**src/rtl/shift_seq_detector_if.sv**
```systemverilog
// Signal bundle between the step-driven shift/detect core and its environment.
// The master drives key, serial and control inputs; the slave returns the register state and strobe.
interface shift_seq_detector_if #(
    parameter int unsigned WIDTH = 6,
    parameter int unsigned CNT_W = 8
);
    logic             key;
    logic             x;
    logic             dir;
    logic             load;
    logic [WIDTH-1:0] pdata;
    logic [WIDTH-1:0] pattern;
    logic [WIDTH-1:0] mask;
    logic             overlap;
    logic [WIDTH-1:0] q;
    logic             z;
    logic             last;
    logic [CNT_W-1:0] match_cnt;
    logic             step;

    modport master (
        output key, x, dir, load, pdata, pattern, mask, overlap,
        input  q, z, last, match_cnt, step
    );

    modport slave (
        input  key, x, dir, load, pdata, pattern, mask, overlap,
        output q, z, last, match_cnt, step
    );
endinterface

```
**src/rtl/shift_seq_detector.sv**
```systemverilog
// Debounced-key-stepped shift register with masked pattern detection,
// optional non-overlapping blanking and a saturating match counter.
module shift_seq_detector #(
    parameter int unsigned WIDTH      = 6,
    parameter int unsigned DEB_CYCLES = 4,
    parameter int unsigned CNT_W      = 8
) (
    input logic                 clk,
    input logic                 reset,
    shift_seq_detector_if.slave bus
);
    localparam int unsigned DebW   = (DEB_CYCLES > 1) ? $clog2(DEB_CYCLES) : 1;
    localparam int unsigned BlankW = $clog2(WIDTH);
    localparam logic [DebW-1:0]   DebLast   = DebW'(DEB_CYCLES - 1);
    localparam logic [BlankW-1:0] BlankInit = BlankW'(WIDTH - 1);

    logic [1:0]        sync_q;
    logic              stable_q, stable_d;
    logic              stable_dly_q;
    logic [DebW-1:0]   deb_cnt_q, deb_cnt_d;
    logic              step_q;

    logic [WIDTH-1:0]  q_q, q_d;
    logic              z_q, z_d;
    logic              last_q, last_d;
    logic [BlankW-1:0] blank_q, blank_d;
    logic [CNT_W-1:0]  cnt_q, cnt_d;
    logic [WIDTH-1:0]  q_shift;
    logic              hit;

    // Stable level flips only after DEB_CYCLES consecutive disagreeing clocks.
    always_comb begin
        stable_d  = stable_q;
        deb_cnt_d = '0;
        if (sync_q[1] != stable_q) begin
            if (deb_cnt_q == DebLast) begin
                stable_d = ~stable_q;
            end else begin
                deb_cnt_d = deb_cnt_q + 1'b1;
            end
        end
    end

    always_ff @(posedge clk or negedge reset) begin
        if (!reset) begin
            sync_q       <= '0;
            stable_q     <= 1'b0;
            stable_dly_q <= 1'b0;
            deb_cnt_q    <= '0;
            step_q       <= 1'b0;
        end else begin
            sync_q       <= {sync_q[0], bus.key};
            stable_q     <= stable_d;
            stable_dly_q <= stable_q;
            deb_cnt_q    <= deb_cnt_d;
            step_q       <= stable_q & ~stable_dly_q;
        end
    end

    always_comb begin
        q_shift = bus.dir ? {bus.x, q_q[WIDTH-1:1]} : {q_q[WIDTH-2:0], bus.x};
        hit     = ((q_shift ^ bus.pattern) & bus.mask) == '0;
    end

    always_comb begin
        q_d     = q_q;
        z_d     = z_q;
        last_d  = last_q;
        blank_d = blank_q;
        cnt_d   = cnt_q;
        if (step_q) begin
            if (bus.load) begin
                q_d     = bus.pdata;
                z_d     = 1'b0;
                blank_d = '0;
            end else begin
                q_d    = q_shift;
                last_d = bus.x;
                if (bus.overlap) begin
                    z_d = hit;
                end else if (blank_q != '0) begin
                    // Suppress hits that overlap the previously reported match.
                    blank_d = blank_q - 1'b1;
                    z_d     = 1'b0;
                end else if (hit) begin
                    z_d     = 1'b1;
                    blank_d = BlankInit;
                end else begin
                    z_d = 1'b0;
                end
                if (z_d && (cnt_q != '1)) begin
                    cnt_d = cnt_q + 1'b1;
                end
            end
        end
    end

    always_ff @(posedge clk or negedge reset) begin
        if (!reset) begin
            q_q     <= '0;
            z_q     <= 1'b0;
            last_q  <= 1'b0;
            blank_q <= '0;
            cnt_q   <= '0;
        end else begin
            q_q     <= q_d;
            z_q     <= z_d;
            last_q  <= last_d;
            blank_q <= blank_d;
            cnt_q   <= cnt_d;
        end
    end

    assign bus.q         = q_q;
    assign bus.z         = z_q;
    assign bus.last      = last_q;
    assign bus.match_cnt = cnt_q;
    assign bus.step      = step_q;
endmodule

```
**src/flat_wrapper.sv**
```systemverilog
// flat-port wrapper written by rule: the top's interface ports become plain ports
module shift_seq_detector_flat 
#(
    parameter int unsigned WIDTH      = 6,
    parameter int unsigned DEB_CYCLES = 4,
    parameter int unsigned CNT_W      = 8
)
  (clk, reset, bus_key, bus_x, bus_dir, bus_load, bus_pdata, bus_pattern, bus_mask, bus_overlap, bus_q, bus_z, bus_last, bus_match_cnt, bus_step);
  shift_seq_detector_if #(.WIDTH(WIDTH), .CNT_W(CNT_W)) bus_i ();
  input logic clk;
  input logic reset;
  input wire logic [$bits(bus_i.key)-1:0] bus_key;
  input wire logic [$bits(bus_i.x)-1:0] bus_x;
  input wire logic [$bits(bus_i.dir)-1:0] bus_dir;
  input wire logic [$bits(bus_i.load)-1:0] bus_load;
  input wire logic [$bits(bus_i.pdata)-1:0] bus_pdata;
  input wire logic [$bits(bus_i.pattern)-1:0] bus_pattern;
  input wire logic [$bits(bus_i.mask)-1:0] bus_mask;
  input wire logic [$bits(bus_i.overlap)-1:0] bus_overlap;
  output wire logic [$bits(bus_i.q)-1:0] bus_q;
  output wire logic [$bits(bus_i.z)-1:0] bus_z;
  output wire logic [$bits(bus_i.last)-1:0] bus_last;
  output wire logic [$bits(bus_i.match_cnt)-1:0] bus_match_cnt;
  output wire logic [$bits(bus_i.step)-1:0] bus_step;
  assign bus_i.key = bus_key;
  assign bus_i.x = bus_x;
  assign bus_i.dir = bus_dir;
  assign bus_i.load = bus_load;
  assign bus_i.pdata = bus_pdata;
  assign bus_i.pattern = bus_pattern;
  assign bus_i.mask = bus_mask;
  assign bus_i.overlap = bus_overlap;
  assign bus_q = bus_i.q;
  assign bus_z = bus_i.z;
  assign bus_last = bus_i.last;
  assign bus_match_cnt = bus_i.match_cnt;
  assign bus_step = bus_i.step;
  shift_seq_detector #(.WIDTH(WIDTH), .DEB_CYCLES(DEB_CYCLES), .CNT_W(CNT_W)) u_core (.clk(clk), .reset(reset), .bus(bus_i));
endmodule
```
**config.mk**
```make
export PLATFORM = sky130hd
export DESIGN_NAME = shift_seq_detector_flat
export DESIGN_NICKNAME = d
export VERILOG_FILES = /design/src/rtl/shift_seq_detector_if.sv /design/src/rtl/shift_seq_detector.sv /design/src/flat_wrapper.sv
export SDC_FILE = /design/constraint.sdc
export NUM_CORES = 1
export LEC_CHECK = 0
export CAP_MARGIN = 20
export CORE_ASPECT_RATIO = 0.5
export CORE_MARGIN = 3
export CORE_UTILIZATION = 49
export DETAILED_ROUTE_END_ITERATION = 6
export MAX_ROUTING_LAYER = met4
export PLACE_DENSITY = 0.89
export RECOVER_POWER = 50
export SLEW_MARGIN = 20
export SYNTH_ARGS = -nofsm -noshare
export SYNTH_HDL_FRONTEND = slang
export SYNTH_SLANG_ARGS = --single-unit
```
**constraint.sdc**
```tcl
create_clock -name clk -period 5 [get_ports clk]
set_input_delay 1.25 -clock clk [delete_from_list [all_inputs] [get_ports clk]]
set_output_delay 1.25 -clock clk [all_outputs]
set_load 0.01 [all_outputs]
```
; Yosys cells after proc, flatten, opt, wreduce, memory -nomap -nowiden
; Cells that the tools add are included.
[classes]
reduce_logical = 8
n_eq_ne = 4
bitwise = 6
muxes = 14
n_addsub = 3
[op_table]
columns = operator, count
row1 = 2-to-1 mux 3 bit, 4
row2 = 2-to-1 mux 6 bit, 2
row3 = adder 8 x 1 -> 8 bit (second input constant), 1
row4 = != test 8 bit (second input constant), 1
row5 = AND 6 bit, 1
row6 = zero test 6 bit, 1
row7 = 2-to-1 mux 1 bit, 6
row8 = AND reduction 3 bit, 2
row9 = nonzero test 3 bit, 2
row10 = bitwise XOR 6 bit, 1
row11 = 2-to-1 mux 2 bit, 2
row12 = AND reduction 2 bit, 2
row13 = inverter 1 bit, 3
row14 = subtractor 3 x 1 -> 3 bit (second input constant), 1
row15 = adder 2 x 1 -> 2 bit (second input constant), 1
row16 = equality test 2 bit (second input constant), 1
row17 = != test 2 bit (second input constant), 1
row18 = AND 1 bit, 1
row19 = logical AND 1 bit, 1
row20 = != test 1 bit, 1
[word_totals]
wordCells = 45
regBits = 26
in_bits = 25
out_inout_bits = 17

; Depth between registers and ports, before layout
; Gate-level depths: netlist (run 1).
[depth]
depth_word = 11
depth_mapped = 7
depth_no_buf = 6

; Worst setup path after synthesis (run 1)
; OpenSTA, ideal clock, no wires.
[synth_timing]
kind = input to register
startpoint = input port bus_dir
endpoint = register u_core.cnt_q[1] (netlist: u_core.bus.match_cnt[1])
path_stages = 7
required_time_ps = 4872
setup_time_ps = 128
t_arrival_ps = 2600
path_slack_ps = 2272
path_cell_list = buf_6 > mux2i_1 > xnor2_1 > a22oi_2 > nand4_4 > nor2_1 > mux2_1
[synth_via]
elab_chain_len = 11
[synth_rtl]
columns = element, line
row1 = start: declaration, flat_wrapper.sv:14  ; input wire logic [$bits(bus_i.dir)-1:0] bus_dir;
row2 = 2-to-1 mux 6 bit *, shift_seq_detector.sv:61  ; q_shift = bus.dir ? {bus.x, q_q[WIDTH-1:1]} : {q_q[WIDTH-2:0], bus.x};
row3 = bitwise XOR 6 bit *, shift_seq_detector.sv:62  ; hit = ((q_shift ^ bus.pattern) & bus.mask) == '0;
row4 = AND 6 bit *, shift_seq_detector.sv:62
row5 = zero test 6 bit *, shift_seq_detector.sv:62
row6 = 2-to-1 mux 1 bit, shift_seq_detector.sv:85  ; end else if (hit) begin
row7 = 2-to-1 mux 1 bit, shift_seq_detector.sv:81  ; end else if (blank_q != '0) begin
row8 = 2-to-1 mux 1 bit *, shift_seq_detector.sv:79  ; if (bus.overlap) begin
row9 = 2-to-1 mux 1 bit *, shift_seq_detector.sv:72  ; if (bus.load) begin
row10 = 2-to-1 mux 1 bit *, shift_seq_detector.sv:71  ; if (step_q) begin
row11 = logical AND 1 bit *, shift_seq_detector.sv:91  ; if (z_d && (cnt_q != '1)) begin
row12 = AND reduction 3 bit (no line) *, --
row13 = end signal: assignment, shift_seq_detector.sv:110  ; cnt_q <= cnt_d;
row14 = end: declaration, shift_seq_detector.sv:27  ; logic [CNT_W-1:0] cnt_q, cnt_d;
; Every way passes the cells marked *; elsewhere a longest branch is shown, timed or not. The select of a mux whose other input is x is not followed.
; A chain may end at the register's enable or synchronous reset.

; Final worst setup path (run 1)
[layout_timing]
startpoint = input port bus_dir
endpoint = register u_core.blank_q[0]
[layout_via]
elab_chain_len = 6
[layout_rtl]
columns = element, line
row1 = 2-to-1 mux 6 bit, shift_seq_detector.sv:61
row2 = bitwise XOR 6 bit, shift_seq_detector.sv:62
row3 = AND 6 bit, shift_seq_detector.sv:62
row4 = zero test 6 bit, shift_seq_detector.sv:62
row5 = nonzero test 3 bit (no line), --
row6 = AND reduction 3 bit (no line), --
row7 = end signal: assignment, shift_seq_detector.sv:109  ; blank_q <= blank_d;
row8 = end: declaration, shift_seq_detector.sv:26  ; logic [BlankW-1:0] blank_q, blank_d;
; Every way passes these cells.

==> flow_summary.json, run 1 <==
{
  "status": "finished, final reports clean",
  "hold_class": "reg2reg",
  "syn_inst": 116,
  "pin_count": 42,
  "synth_ff_type": "dfrtp_1",
  "synth_edf_count": 0,
  "routed_wl_um": 2910,
  "grt_pass1_wl_um": 5080,
  "vias": 1031,
  "max_freq_mhz": 306,
  "clock_skew_ns": 0.00540,
  "r2r-start": "u_core.bus.q[5]$_DFFE_PN0P_",
  "cts_root_buf": "clkbuf_8",
  "cellLeakagePower_nw": 0.784,
  "overflow": 0,
  "arrival_ns": 3.48,
  "end_kind": "flip-flop",
  "crit_start": "bus_dir",
  "grtUsageTotal": 0.197,
  "yosys.cell_count.top_type": "dfrtp_1",
  "path_cells": "clkdlybuf4s50_1, mux2i_1, xnor2_1, a22oi_2, nand3_1, a2111oi_0, a311o_1",
  "crit_slowest_cell": "clkdlybuf4s50_1",
  "holdBufCountCts": 0,
  "rr_worst_depth": 6,
  "finalHoldViolCount": 0,
  "crit_fanout": 6,
  "grt_pass1_vias": 1080,
  "drtIter0Drc": 68,
  "r2r-end": "u_core.blank_q[0]$_DFFE_PN0P_",
  "rsz0062_at_grt": "false",
  "postCtsSetupRepairBufs": 0,
  "synth_cell_types": 26,
  "antenna_left": 0,
  "rows": 12,
  "dp_hpwl_um": 2230,
  "clockBufferDepth": 2,
  "synth_nets": 143,
  "final.period_utilization": 0.653,
  "start_util": 0.550,
  "cts.sinks": 26,
  "final_cells": 194,
  "dieArea_um2": 3340,
  "slowest_delay_ns": 0.66,
  "startpoint_type": "input port",
  "cts_made_buffers": 3,
  "synth_async_sr_flop_share": 1.00,
  "place_inst": 190,
  "syn_area_um2": 1300,
  "io_buffers": 41,
  "n_fill_cell": 161,
  "diodes": 0,
  "drc": 0,
  "dr.pass1.iters": 4,
  "h-tree-depth": 1,
  "yosysSeqAreaShare": 0.502,
  "clock_latency_ns": 0.27,
  "yosys-top-cells-count": "dfrtp_1, nand2_1, o21ai_0",
  "finalSetupViolCount": 0,
  "synth_area_leaders": "dfrtp_1, mux2_2, xnor2_1",
  "endpoint": "u_core.blank_q[0]$_DFFE_PN0P_",
  "gp_congestion": 0.876,
  "synth_top_area_share": 0.502,
  "final.setup.tns_ns": 0,
  "vdd_ir_drop_max_mv": 0.277,
  "area_growth_pct": 39.4,
  "path_clk_slew_ns": 0.09,
  "whs_path_depth": 0,
  "drt-vias-per-instance": 5.31,
  "post_cts_resized": 0,
  "min_period_ns": 3.26,
  "wire_per_inst_um": 15.0,
  "maxCapViolCount": 0,
  "layout.nets": 187,
  "power_mw": 0.861,
  "cts_tree": "done",
  "critPathKind": "in2reg",
  "antenna_found_initial": 0,
  "fp.coreArea_um2": 2360,
  "grt_max_degree": 17,
  "die_h_um": 42.4,
  "fp.dieW_um": 78.7,
  "syn_area_per_cell_um2": 11.2,
  "drive_gt1_frac": 0.0943,
  "synth-seq-cells": 26,
  "maxSlewHeadroom": 0.567,
  "ys_warn_count": 0,
  "regToRegSetupSlack_ns": 3.04,
  "tightest_slew_ns": 0.650,
  "synth_top_area_cell": "dfrtp_1",
  "powerDensity_nw_per_um2": 476,
  "worstPathRequired_ns": 5.21,
  "slew_viol_final": 0
}
-- per-stage QoR --
| step | utilization | setup slack (ns) | instance area, um^2 | hold WS (ns) |
|---|---|---|---|---|
| after floorplan | - | 2.27 | 1300 | 0.331 |
| after global placement | 0.735 | 1.55 | 1730 | 0.333 |
| after detailed placement | 0.741 | 1.49 | 1750 | 0.346 |
| after CTS | 0.771 | 1.76 | 1820 | 0.366 |
| after global routing | 0.766 | 1.54 | 1810 | 0.370 |
| final | 0.766 | 1.74 | 1810 | 0.362 |
-- sequential cells by signal, summed over array words and instances, names as in the netlist --
signal                flops
u_core.bus.last           1
u_core.bus.match_cnt      8
u_core.stable_dly_q       1
u_core.bus.z              1
u_core.bus.q              6
u_core.deb_cnt_q          2
u_core.stable_q           1
u_core.blank_q            3
u_core.bus.step           1
u_core.sync_q             2
-- critical path: cells and delay by family --
family                 cells  cell delay, ns
multiplexers               1            0.31
AO/OA/AOI/OAI              3            0.99
AND/OR/NAND/NOR            1            0.15
XOR/XNOR                   1            0.11
buffers and inverters      1            0.66
-- routing by layer --
metal | track usage | vias to the layer above | wire length (um) | share of wire
met5 | - | - | 0 | 0
met4 | 0.0453 | 0 | 25 | 0.0086
met3 | 0.0472 | 4 | 167 | 0.057
met2 | 0.312 | 33 | 1360 | 0.47
met1 | 0.259 | 491 | 1360 | 0.47
li1 | - | 503 | - | -
-- power by group --
group          leakage (nW)  switching [mW]  internal, mW  total, mW
registers             0.336          0.0722         0.277      0.349
logic                 0.412           0.146         0.193      0.339
clock network        0.0357          0.0656         0.107      0.173
total                 0.784           0.284         0.576      0.861
-- layout make-up --
class / instances / area [um^2] / share of cell area
Clock buffer: 3 / 41.3 / 0.0229
Clock inverter: 1 / 30.0 / 0.0166
Inverter: 3 / 11.3 / 0.00623
Multi-Input combinational cell: 84 / 616 / 0.341
Sequential cell: 26 / 651 / 0.360
Tap cell: 35 / 43.8 / 0.0242
Timing Repair Buffer: 42 / 414 / 0.229
-- logic make-up (layout without fill, tap and decap cells) --
family,after synthesis,after routing,share of synthesized area
compound gates,17,17,0.0975
xor+xnor,14,14,0.0946
fa+ha+maj,2,2,0.0193
buf+inv,6,49,0.0232
flops,26,26,0.502
mux,14,14,0.116
simple gates,37,37,0.148
-- how the worst min path moves through the flow --
stage	to	slack, ns	start
floorplan	u_core.sync_q[1]$_DFF_PN0_	0.33	u_core.sync_q[0]$_DFF_PN0_
global placement	u_core.sync_q[1]$_DFF_PN0_	0.33	u_core.sync_q[0]$_DFF_PN0_
CTS	u_core.sync_q[1]$_DFF_PN0_	0.37	u_core.sync_q[0]$_DFF_PN0_
detailed placement	u_core.sync_q[1]$_DFF_PN0_	0.35	u_core.sync_q[0]$_DFF_PN0_
finish	u_core.sync_q[1]$_DFF_PN0_	0.36	u_core.sync_q[0]$_DFF_PN0_
global route	u_core.sync_q[1]$_DFF_PN0_	0.37	u_core.sync_q[0]$_DFF_PN0_
-- cells in the final DEF, fill, tap and decap left out --
| cell | count |
|---|---|
| nand3_1 | 5 |
| o21ai_0 | 8 |
| mux2i_1 | 6 |
| o31ai_1 | 1 |
| xnor2_1 | 7 |
| dfrtp_1 | 26 |
| mux2_2 | 7 |
| a2111oi_0 | 1 |
| a32o_1 | 1 |
| inv_1 | 3 |
| o22ai_1 | 2 |
| and2b_1 | 1 |
| nor3_1 | 6 |
| ha_1 | 2 |
| mux2_1 | 1 |
| a311o_1 | 1 |
| bufinv_16 | 1 |
| nor2b_1 | 3 |
| clkbuf_1 | 1 |
| xor2_1 | 7 |
| nand4_1 | 1 |
| dlygate4sd3_1 | 3 |
| nand2_1 | 14 |
| a22oi_2 | 3 |
| clkdlybuf4s50_1 | 38 |
| nor4_1 | 3 |
| clkbuf_8 | 3 |
| nand4_4 | 1 |
| nor2_1 | 3 |
Power figures use the tool's default switching activity.
==> inputs of run 2 (changes only) <==
--- a/config.mk
+++ b/config.mk
@@ -8,10 +8,10 @@
 export CAP_MARGIN = 20
 export CORE_ASPECT_RATIO = 0.5
 export CORE_MARGIN = 3
-export CORE_UTILIZATION = 49
+export CORE_UTILIZATION = 45
 export DETAILED_ROUTE_END_ITERATION = 6
 export MAX_ROUTING_LAYER = met4
-export PLACE_DENSITY = 0.89
+export PLACE_DENSITY = 0.83
 export RECOVER_POWER = 50
 export SLEW_MARGIN = 20
 export SYNTH_ARGS = -nofsm -noshare
==> constraint.sdc (replaced) <==
create_clock -name clk -period 3.3 [get_ports clk]
set_input_delay 0.825 -clock clk [delete_from_list [all_inputs] [get_ports clk]]
set_output_delay 0.825 -clock clk [all_outputs]
set_load 0.01 [all_outputs]
==> run 2 against run 1 <==
- critical path depth did not move
- worst setup slack worse by 1.2 ns
- via count is 0.19% higher
- largest power group unchanged
==> flow_summary.json, run 2 (synthesized netlist as in run 1, its figures left out) <==
{
  "status": "finished, final reports clean",
  "min-delay-start": "u_core.sync_q[0]$_DFF_PN0_",
  "crit_slowest_cell": "clkdlybuf4s50_1",
  "holdBufCountCts": 0,
  "min_period_ns": 2.80,
  "tightest_slew_ns": 1.33,
  "wire_per_inst_um": 15.1,
  "final_cells": 197,
  "maxCapViolCount": 0,
  "maxSlewHeadroom": 0.115,
  "startpoint_type": "input port",
  "cts_root_buf": "clkbuf_8",
  "dr.pass1.iters": 5,
  "final_common_cell": "clkdlybuf4s50_1",
  "powerDensity_nw_per_um2": 718,
  "max_freq_mhz": 357,
  "rr_worst_depth": 6,
  "finalSetupViolCount": 0,
  "drtIter0Drc": 74,
  "cellLeakagePower_nw": 0.785,
  "worstPathRequired_ns": 3.46,
  "finalHoldViolCount": 0,
  "cts.sinks": 26,
  "dp_hpwl_um": 2270,
  "largest_reg_flops": 8,
  "r2r-end": "u_core.bus.match_cnt[1]$_DFFE_PN0P_",
  "drt-vias-per-instance": 5.24,
  "fp.coreArea_um2": 2670,
  "io_buffers": 41,
  "rows": 13,
  "pin_count": 42,
  "drive_gt1_frac": 0.0938,
  "arrival_ns": 2.96,
  "clock_latency_ns": 0.27,
  "clock_skew_ns": 0.00447,
  "crit_start": "bus_dir",
  "cts_tree": "done",
  "vias": 1033,
  "end_kind": "flip-flop",
  "final.period_utilization": 0.848,
  "drc": 0,
  "holdPathEnd": "u_core.sync_q[1]$_DFF_PN0_",
  "routed_wl_um": 2980,
  "critPathKind": "in2reg",
  "crit_fanout": 8,
  "fp.dieW_um": 81.9,
  "vdd_ir_drop_max_mv": 0.312,
  "grtUsageTotal": 0.192,
  "slowest_delay_ns": 0.67,
  "whs_path_depth": 0,
  "layout_common_cells": "clkdlybuf4s50_1, dfrtp_1, nand2_1, o21ai_0",
  "slew_viol_final": 0,
  "h-tree-depth": 1,
  "dieArea_um2": 3600,
  "layout.nets": 188,
  "grt_pass1_wl_um": 5040,
  "start_util": 0.486,
  "fin_util": 0.680,
  "r2r-start": "u_core.bus.q[3]$_DFFE_PN0P_",
  "final.setup.tns_ns": 0,
  "post_cts_resized": 0,
  "clockBufferDepth": 2,
  "place_inst": 193,
  "postCtsSetupRepairBufs": 0,
  "overflow": 0,
  "regToRegSetupSlack_ns": 1.40,
  "antenna_found_initial": 0,
  "hold_slack_ns": 0.359,
  "path_clk_slew_ns": 0.09,
  "die_h_um": 44.0,
  "gp_congestion": 0.831,
  "cts_made_buffers": 3,
  "diodes": 0,
  "grt_pass1_vias": 1053,
  "area_growth_pct": 39.9,
  "path_cells": "clkdlybuf4s50_1, mux2i_1, xnor2_1, a22oi_2, nand4_4, nor2_1, mux2_1",
  "rsz0062_at_grt": "false",
  "grt_max_degree": 27,
  "antenna_left": 0,
  "hold_class": "reg2reg"
}
==> run 2: layout make-up <==
class	count	area, um^2
Fill cell	211	855
Sequential cell	26	651
Multi-Input combinational cell	84	616
Timing Repair Buffer	43	418
Tap cell	37	46.3
Clock buffer	3	41.3
Clock inverter	1	30.0
Inverter	3	11.3
==> run 2: metrics by stage <==
stage                     power, mW  area, um^2  worst slack [ns]
after floorplan               0.805        1300             0.997
after global placement         1.03        1750             0.287
after detailed placement       1.05        1750             0.210
after CTS                      1.31        1820             0.492
after global routing           1.38        1810             0.325
final                          1.30        1810             0.500
==> run 2: report_power, final <==
group | total [mW] | internal, mW | switching (mW)
combinational | 0.512 | 0.292 | 0.220
sequential | 0.530 | 0.419 | 0.111
clock | 0.260 | 0.162 | 0.0978
==> run 2: how the worst max path moves through the flow <==
| stage | slack (ns) | endpoint |
|---|---|---|
| floorplan | 1.0 | u_core.bus.match_cnt[1]$_DFFE_PN0P_ |
| global placement | 0.29 | u_core.bus.match_cnt[1]$_DFFE_PN0P_ |
| detailed placement | 0.21 | u_core.bus.match_cnt[1]$_DFFE_PN0P_ |
| CTS | 0.49 | u_core.bus.match_cnt[1]$_DFFE_PN0P_ |
| global route | 0.33 | u_core.bus.match_cnt[5]$_DFFE_PN0P_ |
| finish | 0.50 | u_core.bus.match_cnt[1]$_DFFE_PN0P_ |
==> run 2: routing by layer <==
metal / vias up / part of all wire / routed length, um / GRT usage
met1: 504 / 0.45 / 1350 / 0.245
li1: 497 / - / - / -
met2: 30 / 0.49 / 1460 / 0.310
met4: 0 / 0.0077 / 23 / 0.0596
met5: - / 0 / 0 / -
met3: 2 / 0.048 / 144 / 0.0415
==> run 2: critical path, delay by kind of cell <==
kind	cells	cell delay, ns
AOI/OAI and AO/OA	1	0.26
xor gates and xnor gates	1	0.11
buffers and inverters	1	0.67
muxes	2	0.66
and+or+nand+nor	2	0.42
